--- config.mk ---
export PLATFORM = sky130hd
export DESIGN_NAME = vga_pattern_gen
export DESIGN_NICKNAME = d
export VERILOG_FILES = /design/src/rtl/vga_pkg.sv /design/src/rtl/vga_timing.sv /design/src/rtl/vga_pattern_gen.sv
export SDC_FILE = /design/constraint.sdc
export NUM_CORES = 1
export LEC_CHECK = 0
export ABC_AREA = 1
export BUFFER_PORTS_ARGS = -buffer_cell sky130_fd_sc_hd__buf_2
export CAP_MARGIN = 20
export CORE_ASPECT_RATIO = 0.75
export CORE_MARGIN = 2
export CORE_UTILIZATION = 35
export DETAILED_ROUTE_END_ITERATION = 10
export GPL_ROUTABILITY_DRIVEN = 0
export HOLD_SLACK_MARGIN = 0.06
export SLEW_MARGIN = 20
export SYNTH_ARGS = -nofsm -noshare
export SYNTH_HDL_FRONTEND = slang
export SYNTH_SLANG_ARGS = --single-unit
export TNS_END_PERCENT = 20
--- constraint.sdc ---
create_clock -name clk -period 2.4 [get_ports clk]
set_input_delay 0.12 -clock clk [delete_from_list [all_inputs] [get_ports clk]]
set_output_delay 0.12 -clock clk [all_outputs]
set_load 0.01 [all_outputs]
--- src/rtl/vga_pkg.sv ---
// -----------------------------------------------------------------------------
// vga_pkg
// Shared constants for the VGA pattern generator.
//   MODE_*    : pattern selector encodings (MODE_W bits wide)
//   BAR_TABLE : {R,G,B} enable flags for each of the 8 colour bars
// -----------------------------------------------------------------------------
package vga_pkg;

  localparam int MODE_W = 2;

  localparam logic [MODE_W-1:0] MODE_BARS  = 2'd0;
  localparam logic [MODE_W-1:0] MODE_CHECK = 2'd1;
  localparam logic [MODE_W-1:0] MODE_GRAD  = 2'd2;
  localparam logic [MODE_W-1:0] MODE_SOLID = 2'd3;

  // Index 0 is the leftmost bar; bit 2 = red, bit 1 = green, bit 0 = blue.
  localparam logic [7:0][2:0] BAR_TABLE = {
    3'b111, 3'b110, 3'b101, 3'b100, 3'b011, 3'b010, 3'b001, 3'b000
  };

endpackage

--- src/rtl/vga_timing.sv ---
// -----------------------------------------------------------------------------
// vga_timing
// Pixel clock-enable divider, horizontal/vertical raster counters and the
// combinational sync/active decode of the current counter position.
//   clk, rst    : system clock, synchronous active-high reset
//   o_pix_ce    : one-clk pixel tick, every CLK_DIV clocks
//   o_h, o_v    : current raster position
//   o_hs_act    : h inside the hsync pulse (polarity-free)
//   o_vs_act    : v inside the vsync pulse (polarity-free)
//   o_active    : position is inside the visible area
// -----------------------------------------------------------------------------
module vga_timing #(
  parameter int unsigned CLK_DIV  = 4,
  parameter int unsigned H_ACTIVE = 640,
  parameter int unsigned H_FP     = 16,
  parameter int unsigned H_SYNC   = 96,
  parameter int unsigned H_BP     = 48,
  parameter int unsigned V_ACTIVE = 480,
  parameter int unsigned V_FP     = 10,
  parameter int unsigned V_SYNC   = 2,
  parameter int unsigned V_BP     = 33,
  localparam int unsigned H_TOTAL = H_ACTIVE + H_FP + H_SYNC + H_BP,
  localparam int unsigned V_TOTAL = V_ACTIVE + V_FP + V_SYNC + V_BP,
  localparam int HW = $clog2(H_TOTAL),
  localparam int VW = $clog2(V_TOTAL)
) (
  input  logic          clk,
  input  logic          rst,
  output logic          o_pix_ce,
  output logic [HW-1:0] o_h,
  output logic [VW-1:0] o_v,
  output logic          o_hs_act,
  output logic          o_vs_act,
  output logic          o_active
);

  // A divide-by-1 still needs a one-bit counter to keep the port widths legal.
  localparam int DW = (CLK_DIV > 1) ? $clog2(CLK_DIV) : 1;

  localparam logic [DW-1:0] DIV_LAST = DW'(CLK_DIV - 1);
  localparam logic [HW-1:0] H_LAST   = HW'(H_TOTAL - 1);
  localparam logic [VW-1:0] V_LAST   = VW'(V_TOTAL - 1);

  logic [DW-1:0] r_div;
  logic [HW-1:0] r_h;
  logic [VW-1:0] r_v;
  logic          w_pix_ce;

  assign w_pix_ce = (r_div == DIV_LAST);

  // NOTE: state registers use non-blocking assignments so every flop samples
  // the pre-edge values of its neighbours, independent of statement order.
  always_ff @(posedge clk) begin
    if (rst) begin
      r_div <= '0;
    end else if (w_pix_ce) begin
      r_div <= '0;
    end else begin
      r_div <= r_div + 1'b1;
    end
  end

  always_ff @(posedge clk) begin
    if (rst) begin
      r_h <= '0;
      r_v <= '0;
    end else if (w_pix_ce) begin
      if (r_h == H_LAST) begin
        r_h <= '0;
        r_v <= (r_v == V_LAST) ? '0 : r_v + 1'b1;
      end else begin
        r_h <= r_h + 1'b1;
      end
    end
  end

  assign o_pix_ce = w_pix_ce;
  assign o_h      = r_h;
  assign o_v      = r_v;
  assign o_hs_act = (32'(r_h) >= H_ACTIVE + H_FP) &&
                    (32'(r_h) <  H_ACTIVE + H_FP + H_SYNC);
  assign o_vs_act = (32'(r_v) >= V_ACTIVE + V_FP) &&
                    (32'(r_v) <  V_ACTIVE + V_FP + V_SYNC);
  assign o_active = (32'(r_h) < H_ACTIVE) && (32'(r_v) < V_ACTIVE);

endmodule

--- src/rtl/vga_pattern_gen.sv ---
// -----------------------------------------------------------------------------
// vga_pattern_gen
// VGA timing plus four selectable test patterns (colour bars, checkerboard,
// horizontal gradient, solid white) with optional colour inversion. Button
// presses stage a new mode/invert setting that is applied at frame start.
//   clk, rst          : system clock, synchronous active-high reset
//   bt[2:0]           : raw buttons, [0] next mode, [1] previous mode,
//                       [2] toggle invert
//   hsync, vsync      : sync outputs, polarity set by H_POL / V_POL
//   red, green, blue  : COLOR_W-bit colour channels, 0 while blanking
//   de                : active-video flag, aligned with the colours
//   frame_start       : one-clk pulse after the pixel tick at h=0, v=0
// Build option: define VGA_BORDER_EN to draw a one-pixel white frame around
// the visible area (inverted along with the pattern).
// -----------------------------------------------------------------------------
module vga_pattern_gen
  import vga_pkg::*;
#(
  parameter int unsigned CLK_DIV  = 4,
  parameter int unsigned H_ACTIVE = 640,
  parameter int unsigned H_FP     = 16,
  parameter int unsigned H_SYNC   = 96,
  parameter int unsigned H_BP     = 48,
  parameter int unsigned V_ACTIVE = 480,
  parameter int unsigned V_FP     = 10,
  parameter int unsigned V_SYNC   = 2,
  parameter int unsigned V_BP     = 33,
  parameter bit          H_POL    = 1'b0,
  parameter bit          V_POL    = 1'b0,
  parameter int unsigned COLOR_W  = 3,
  localparam int unsigned H_TOTAL = H_ACTIVE + H_FP + H_SYNC + H_BP,
  localparam int unsigned V_TOTAL = V_ACTIVE + V_FP + V_SYNC + V_BP,
  localparam int HW = $clog2(H_TOTAL),
  localparam int VW = $clog2(V_TOTAL)
) (
  input  logic               clk,
  input  logic               rst,
  input  logic [2:0]         bt,
  output logic               hsync,
  output logic               vsync,
  output logic [COLOR_W-1:0] red,
  output logic [COLOR_W-1:0] green,
  output logic [COLOR_W-1:0] blue,
  output logic               de,
  output logic               frame_start
);

  localparam int unsigned BAR_W = H_ACTIVE / 8;
  localparam int unsigned XB    = $clog2(H_ACTIVE);

  // Timing
  logic          w_pix_ce;
  logic [HW-1:0] w_h;
  logic [VW-1:0] w_v;
  logic          w_hs_act;
  logic          w_vs_act;
  logic          w_active;
  logic          w_frame_tick;

  vga_timing #(
    .CLK_DIV (CLK_DIV),
    .H_ACTIVE(H_ACTIVE), .H_FP(H_FP), .H_SYNC(H_SYNC), .H_BP(H_BP),
    .V_ACTIVE(V_ACTIVE), .V_FP(V_FP), .V_SYNC(V_SYNC), .V_BP(V_BP)
  ) u_timing (
    .clk     (clk),
    .rst     (rst),
    .o_pix_ce(w_pix_ce),
    .o_h     (w_h),
    .o_v     (w_v),
    .o_hs_act(w_hs_act),
    .o_vs_act(w_vs_act),
    .o_active(w_active)
  );

  assign w_frame_tick = w_pix_ce && (w_h == '0) && (w_v == '0);

  // Button synchroniser and rising-edge detect
  logic [2:0] r_sync1;
  logic [2:0] r_sync2;
  logic [2:0] r_btn_d;
  logic [2:0] w_edge;

  always_ff @(posedge clk) begin
    if (rst) begin
      r_sync1 <= '0;
      r_sync2 <= '0;
      r_btn_d <= '0;
    end else begin
      r_sync1 <= bt;
      r_sync2 <= r_sync1;
      r_btn_d <= r_sync2;
    end
  end

  assign w_edge = r_sync2 & ~r_btn_d;

  // Staged mode / invert control
  logic [MODE_W-1:0] r_pend_mode;
  logic [MODE_W-1:0] r_act_mode;
  logic              r_pend_inv;
  logic              r_act_inv;

  always_ff @(posedge clk) begin
    if (rst) begin
      r_pend_mode <= MODE_BARS;
      r_act_mode  <= MODE_BARS;
      r_pend_inv  <= 1'b0;
      r_act_inv   <= 1'b0;
    end else begin
      // Simultaneous next+prev cancel out; the 2-bit field wraps on its own.
      if (w_edge[0] && !w_edge[1]) begin
        r_pend_mode <= r_pend_mode + 1'b1;
      end else if (w_edge[1] && !w_edge[0]) begin
        r_pend_mode <= r_pend_mode - 1'b1;
      end
      if (w_edge[2]) begin
        r_pend_inv <= ~r_pend_inv;
      end
      // Copies the pre-edge pending value, so an edge on this cycle waits
      // for the following frame.
      if (w_frame_tick) begin
        r_act_mode <= r_pend_mode;
        r_act_inv  <= r_pend_inv;
      end
    end
  end

  // Pixel (0,0) is rendered on the same tick that commits the pending
  // setting, so look ahead to it to keep the whole frame consistent.
  logic [MODE_W-1:0] w_mode;
  logic              w_inv;

  assign w_mode = w_frame_tick ? r_pend_mode : r_act_mode;
  assign w_inv  = w_frame_tick ? r_pend_inv  : r_act_inv;

  // Pattern generation
  logic [2:0]         w_bar;
  logic               w_chk;
  logic [COLOR_W-1:0] w_grad;
  logic [COLOR_W-1:0] w_red;
  logic [COLOR_W-1:0] w_green;
  logic [COLOR_W-1:0] w_blue;

  assign w_bar  = 3'(32'(w_h) / BAR_W);
  // Widened so bit 5 exists even for tiny test rasters.
  assign w_chk  = (((32'(w_h) ^ 32'(w_v)) >> 5) & 32'd1) != 32'd0;
  // Top COLOR_W bits of an XB-bit x, also valid when XB < COLOR_W.
  assign w_grad = COLOR_W'((32'(w_h) << COLOR_W) >> XB);

`ifdef VGA_BORDER_EN
  logic w_border;
  assign w_border = (w_h == '0) || (32'(w_h) == H_ACTIVE - 1) ||
                    (w_v == '0) || (32'(w_v) == V_ACTIVE - 1);
`endif

  // NOTE: every output of this block gets a default first, so no path leaves
  // a value unassigned and no latch is inferred.
  always_comb begin
    w_red   = '0;
    w_green = '0;
    w_blue  = '0;
    case (w_mode)
      MODE_BARS: begin
        w_red   = {COLOR_W{BAR_TABLE[w_bar][2]}};
        w_green = {COLOR_W{BAR_TABLE[w_bar][1]}};
        w_blue  = {COLOR_W{BAR_TABLE[w_bar][0]}};
      end
      MODE_CHECK: begin
        w_red   = {COLOR_W{w_chk}};
        w_green = {COLOR_W{w_chk}};
        w_blue  = {COLOR_W{w_chk}};
      end
      MODE_GRAD: begin
        w_red   = w_grad;
        w_green = w_grad;
        w_blue  = w_grad;
      end
      default: begin
        w_red   = '1;
        w_green = '1;
        w_blue  = '1;
      end
    endcase
`ifdef VGA_BORDER_EN
    if (w_border) begin
      w_red   = '1;
      w_green = '1;
      w_blue  = '1;
    end
`endif
    if (w_inv) begin
      w_red   = ~w_red;
      w_green = ~w_green;
      w_blue  = ~w_blue;
    end
    // Blanking wins over inversion.
    if (!w_active) begin
      w_red   = '0;
      w_green = '0;
      w_blue  = '0;
    end
  end

  // Output registers: one pixel tick behind the counters
  logic               r_hsync;
  logic               r_vsync;
  logic               r_de;
  logic               r_frame_start;
  logic [COLOR_W-1:0] r_red;
  logic [COLOR_W-1:0] r_green;
  logic [COLOR_W-1:0] r_blue;

  always_ff @(posedge clk) begin
    if (rst) begin
      r_hsync       <= ~H_POL;
      r_vsync       <= ~V_POL;
      r_de          <= 1'b0;
      r_frame_start <= 1'b0;
      r_red         <= '0;
      r_green       <= '0;
      r_blue        <= '0;
    end else begin
      // Updated every clk so the pulse lasts one clk, not one pixel.
      r_frame_start <= w_frame_tick;
      if (w_pix_ce) begin
        r_hsync <= w_hs_act ? H_POL : ~H_POL;
        r_vsync <= w_vs_act ? V_POL : ~V_POL;
        r_de    <= w_active;
        r_red   <= w_red;
        r_green <= w_green;
        r_blue  <= w_blue;
      end
    end
  end

  assign hsync       = r_hsync;
  assign vsync       = r_vsync;
  assign de          = r_de;
  assign frame_start = r_frame_start;
  assign red         = r_red;
  assign green       = r_green;
  assign blue        = r_blue;

endmodule

Word-level counts from Yosys, hierarchy flattened --
Memories as Yosys holds them, arrays and structs flattened. Cells that the tools add are included.
Operators by class: add/sub/neg operators 5, div/mod/pow operators 1, magnitude comparators 7, equal/unequal tests 5, multiplexer cells 18, bitwise operators 7, reduce and logical (&&, ||, !) cells 15
Operators with widths (number):
- $div A10 B7 Y32 const B | 1
- $pmux W3 S3 | 3
- $mux W3 | 7
- $add A10 B1 Y10 const B | 2
- $eq A10 B10 Y1 const B | 2
- $logic_not A10 Y1 | 2
- $lt A10 B10 Y1 const B | 2
- $lt A10 B9 Y1 const B | 2
- $mux W10 | 2
- $not A3 Y3 | 4
- $ge A10 B10 Y1 const B | 1
- $ge A10 B9 Y1 const B | 1
- $logic_and A1 B1 Y1 | 7
- $mux W2 | 3
- $xor A6 B6 Y6 | 1
- $add A2 B1 Y2 const B | 2
- $eq A2 B2 Y1 const B | 2
- $lt A3 B4 Y1 const B | 1
- $and A3 B3 Y3 | 1
- $mux W1 | 3
- $eq A2 B1 Y1 const B | 1
- $logic_not A1 Y1 | 2
- $logic_not A2 Y1 | 1
- $reduce_and A2 Y1 | 1
- 4 further kinds | 4
Word-level totals: register bits 50, memory bits (read-only) 24, input port bits 5, output and inout bits 13, word-level logic and storage cells 76, memories 1
Memory list:
- (name not given) | depth 8, width 3, rd ports 1, clocked after memory_dff 0, wr ports 0, line vga_pattern_gen.sv:166 | w_blue = {COLOR_W{BAR_TABLE[w_bar][0]}};

Longest topological paths before layout --
depth after elaboration 9, depth in mapped cells 22, gate-level depth less buffers 22

By module --
From an unflattened synthesis, not the netlist that was laid out.
Second synthesis, totals: cell total of the unflattened synthesis 425, area, all modules 2951.6 µm²
Modules (own cells, without submodules):
- vga_pattern_gen | instances 1, cells each 229, area an instance 1551.5 µm², seq. area each 560.5 µm²
- vga_timing | instances 1, cells each 196, area an instance 1400.1 µm², seq. area each 440.4 µm²

Worst setup path after synthesis --
OpenSTA, ideal clock, no wires.
path kind reg-to-reg, from register u_timing.r_h[7], in the netlist u_timing.o_h[7], to register r_blue[0], in the netlist blue[0], setup time 0.113 ns, arrival time 2.103 ns, data required time 2.287 ns, setup slack 0.184 ns, stages on the path, launching flop included 20, buffers on the path 0, clock period less this slack 2.216 ns, path through dfxtp_1 > inv_2 > nand2_1 > ha_1 > inv_1 > nand2_2 > nand2_4 > inv_1 > nand3_1 > nand2_2 > nor2_8 > nand3_4 > a21boi_1 > nor2_1 > nand2_1 > nand2_2 > o21bai_4 > nand3_1 > nand3_1 > nand2_1
Between the ends: word-level cells in the longest chain between the ends 9, elaborated cells between the ends (all ways) 17, classes of those cells div (1); order compare (1); eq/ne (2); mux (6); bitwise (1); reduce/logical (5); memory (1)
Ends and longest elaborated chain:
- from (decl) | line vga_timing.sv:45 | logic [HW-1:0] r_h;
- from (signal assigned) | line vga_timing.sv:72 | r_h <= r_h + 1'b1;
- parallel branches: the longest is 8 deep, another holds $div A10 B7 Y32
- $mux W3 (*) | line vga_pattern_gen.sv:197 | if (!w_active) begin
- to (signal assigned) | line vga_pattern_gen.sv:231 | r_blue <= w_blue;
- to (decl) | line vga_pattern_gen.sv:211 | logic [COLOR_W-1:0] r_blue;
Every way passes the cells marked *. The select of a mux whose other input is x is not followed. A chain may end at the register's enable or synchronous reset.

Worst setup path after layout --
from register u_timing.r_h[7], in the netlist u_timing.o_h[7], to register r_blue[1], in the netlist blue[1]
Same word-level chain as after synthesis.

==> flow_summary.yaml <==
worst_hold_path:
  hp-class: "input port to register"
worst_setup_path:
  crit_arrival_ns: 2.71
  crit_required_ns: 2.67
  path_class: "register to register"
  cp_max_fo: 7
  crit_path_end_kind: "register"
  rrSetupSlack_ns: -0.04
  start_kind: "register"
grt:
  track_usage: 0.141
  grt_pass1_vias: 2065
  antenna_found_initial: 0
  grt_max_degree: 27
  grt_pass1_wl_um: 9710
  grt-ovfl-total: 0
routing:
  wl_per_cell_um: 11.5
  drt-pass1-iter-count: 4
  drt_iter0_drc: 112
  ant_nets: 0
  drc: 0
  vias: 2432
  post_drt_via_cell_ratio: 4.70
  drt_wl_total_um: 5970
timing:
  period_minus_slack_ns: 2.44
  relSlewSlack: 0.608
  setup_viol: 3
  skew_ns: 0.0101
  tightest_slew_ns: 0.582
  max_freq_ghz: 0.409
  timing.hold.ws_ns: 0.227
  rsz0062_at_grt: "yes"
  hold_viol_final: 0
  finalCritPeriodShare: 1.02
  maxSlewViolCount: 0
  fin_tns_setup_ns: -0.116
  setup_slack_ns: -0.0427
logic_synthesis:
  yosys_register_bits: 50
  syn_inst: 377
  netlist_area_um2: 2750
  syn_avg_cell_area_um2: 7.28
  ys_types: 36
  syn_nets: 389
  ys_seq_area_frac: 0.365
  yosysWarningCount: 0
cells_and_area:
  antenna_cells: 0
  stdcell_count: 517
  syn_to_final_growth_pct: 18.2
  final_common_cell: "nand2_1"
  final_core_util: 0.435
  drive_above_1_share: 0.233
  final_cell_mix: "nand2_1 (59), inv_1 (54), nor2_1 (48), dfxtp_1 (48), o21ai_0 (20)"
  num-nets-final: 427
clock_tree:
  h-tree-depth: 2
  clock_latency_ns: 0.32
  cts_tree: "done"
  cts_num_sinks: 50
  cts_made_buffers: 5
  root_buffer: "clkbuf_8"
  clock_path_buffers: 2
  clk_pin_slew_ns: 0.10
placed_design:
  placedCellCount: 499
  io_buffers: 17
  hpwl_um: 4370
die:
  num_rows: 27
  num_io_pins: 18
  die_w_um: 106
  start_util: 0.368
  die_h_um: 80.7
  die_area_um2: 8570
  core_area_um2: 7470
status:
  outcome: "complete, but fails checks"
  violations: "setup timing"
power:
  p_leak_uw: 0.00157
  power_density_nw_per_um2: 455
  ir_worst_vdd_v: 0.000346
flow_run:
  cap_violations: 0
==> worst max-delay path, stage by stage, from the launching register on <==
cell,delay [ns]
dfxtp_4,0.37
inv_2,0.06
nand2_2,0.07
ha_4,0.24
inv_2,0.04
nand2_2,0.05
nand2_4,0.11
nand3_4,0.11
nand2_2,0.10
nand2_2,0.07
inv_2,0.06
nand2_4,0.08
nand3_4,0.12
nand2_2,0.07
nand2_2,0.08
nand2_2,0.05
nor2_2,0.10
nand3_2,0.10
o21bai_4,0.24
nand2_1,0.08
nand2_1,0.07
nand3_2,0.06
nand2_1,0.07
==> registers in the layout, summed over array words and instances (netlist names), 2 cells and up <==
| signal | count |
|---|---|
| r_pend_mode | 2 |
| r_act_mode | 2 |
| u_timing.r_div | 2 |
| u_timing.o_v | 10 |
| r_sync2 | 3 |
| r_btn_d | 3 |
| blue | 3 |
| green | 3 |
| red | 3 |
| r_sync1 | 3 |
| u_timing.o_h | 10 |
==> layer usage <==
| metal | vias to the layer above | wire (um) | GRT usage | part of all wire |
|---|---|---|---|---|
| met5 | - | 0 | 0 | 0 |
| met4 | 0 | 52 | 0.0316 | 0.0087 |
| met3 | 6 | 247 | 0.0276 | 0.041 |
| met2 | 47 | 2450 | 0.205 | 0.41 |
| met1 | 1092 | 3220 | 0.210 | 0.54 |
| li1 | 1287 | - | - | - |
==> synthesized netlist by cell type, drive strengths merged <==
| cell type | number | area share |
|---|---|---|
| or2 | 1 | 0.0023 |
| nor3 | 10 | 0.018 |
| a32o | 2 | 0.0073 |
| a211oi | 3 | 0.0082 |
| nand3 | 27 | 0.067 |
| nand4 | 12 | 0.027 |
| a31oi | 1 | 0.0023 |
| nand2 | 80 | 0.14 |
| a2111oi | 1 | 0.0032 |
| buf | 3 | 0.010 |
| xor2 | 13 | 0.041 |
| dfxtp | 50 | 0.36 |
| o21a | 1 | 0.0027 |
| o21ai | 24 | 0.046 |
| nor4 | 3 | 0.0068 |
| nor3b | 5 | 0.014 |
| clkbuf | 5 | 0.0068 |
| a21oi | 10 | 0.022 |
| inv | 61 | 0.083 |
| a21boi | 1 | 0.0027 |
| o21bai | 1 | 0.0068 |
| ha | 7 | 0.032 |
| or3 | 1 | 0.0023 |
| nor2 | 53 | 0.081 |
| o22ai | 2 | 0.0046 |
==> what timing repair did <==
item | in CTS | in global routing
hold endpoints to repair | 3 | 0
pin swaps | 0 | 21
endpoints found under the setup margin | 3 | 7
gates resized for setup | 2 | 16
hold buffers | 3 | 0
setup buffers | 0 | 7
==> power by group <==
| part | switching [uW] | internal [uW] | total (uW) |
|---|---|---|---|
| combinational | 54.7 | 33.4 | 88.1 |
| clock | 318 | 217 | 535 |
| sequential | 7.13 | 847 | 854 |
| total | 380 | 1100 | 1480 |
==> worst paths after layout <==
check                                      from    endpoint  cells past startpoint
worst max-delay path            u_timing.o_h[7]     blue[1]                     22
worst min-delay path                        rst  r_sync2[0]                      2
worst max register to register  u_timing.o_h[7]     blue[1]                     22
worst min register to register       r_sync1[2]  r_sync2[2]                      2
==> cells by family after synthesis <==
| family | Yosys count | share of synthesized area |
|---|---|---|
| buffers and inverters | 69 | 0.100 |
| flip-flops | 50 | 0.365 |
| AND/OR/NAND/NOR | 192 | 0.355 |
| adder cells (fa/ha/maj) | 7 | 0.0319 |
| XOR/XNOR | 13 | 0.0415 |
| AO/OA/AOI/OAI | 46 | 0.107 |
==> stage by stage <==
| stage | total power, uW | setup WS, ns | area, um^2 |
|---|---|---|---|
| floorplan | 932 | 0.184 | 2750 |
| global placement | 957 | 0.0452 | 3000 |
| detailed placement | 959 | -0.0206 | 3000 |
| CTS | 1490 | 0.0203 | 3130 |
| global route | 1540 | -0.195 | 3240 |
| finish | 1480 | -0.0427 | 3240 |
==> cell type report <==
class                           count  area [um^2]
Clock buffer                        5         68.8
Timing Repair Buffer               39          262
Inverter                           61          229
Fill cell                         742         4220
Tap cell                          101          126
Clock inverter                      3         28.8
Multi-Input combinational cell    258         1520
Sequential cell                    50         1010
Power figures use the tool's default switching activity.
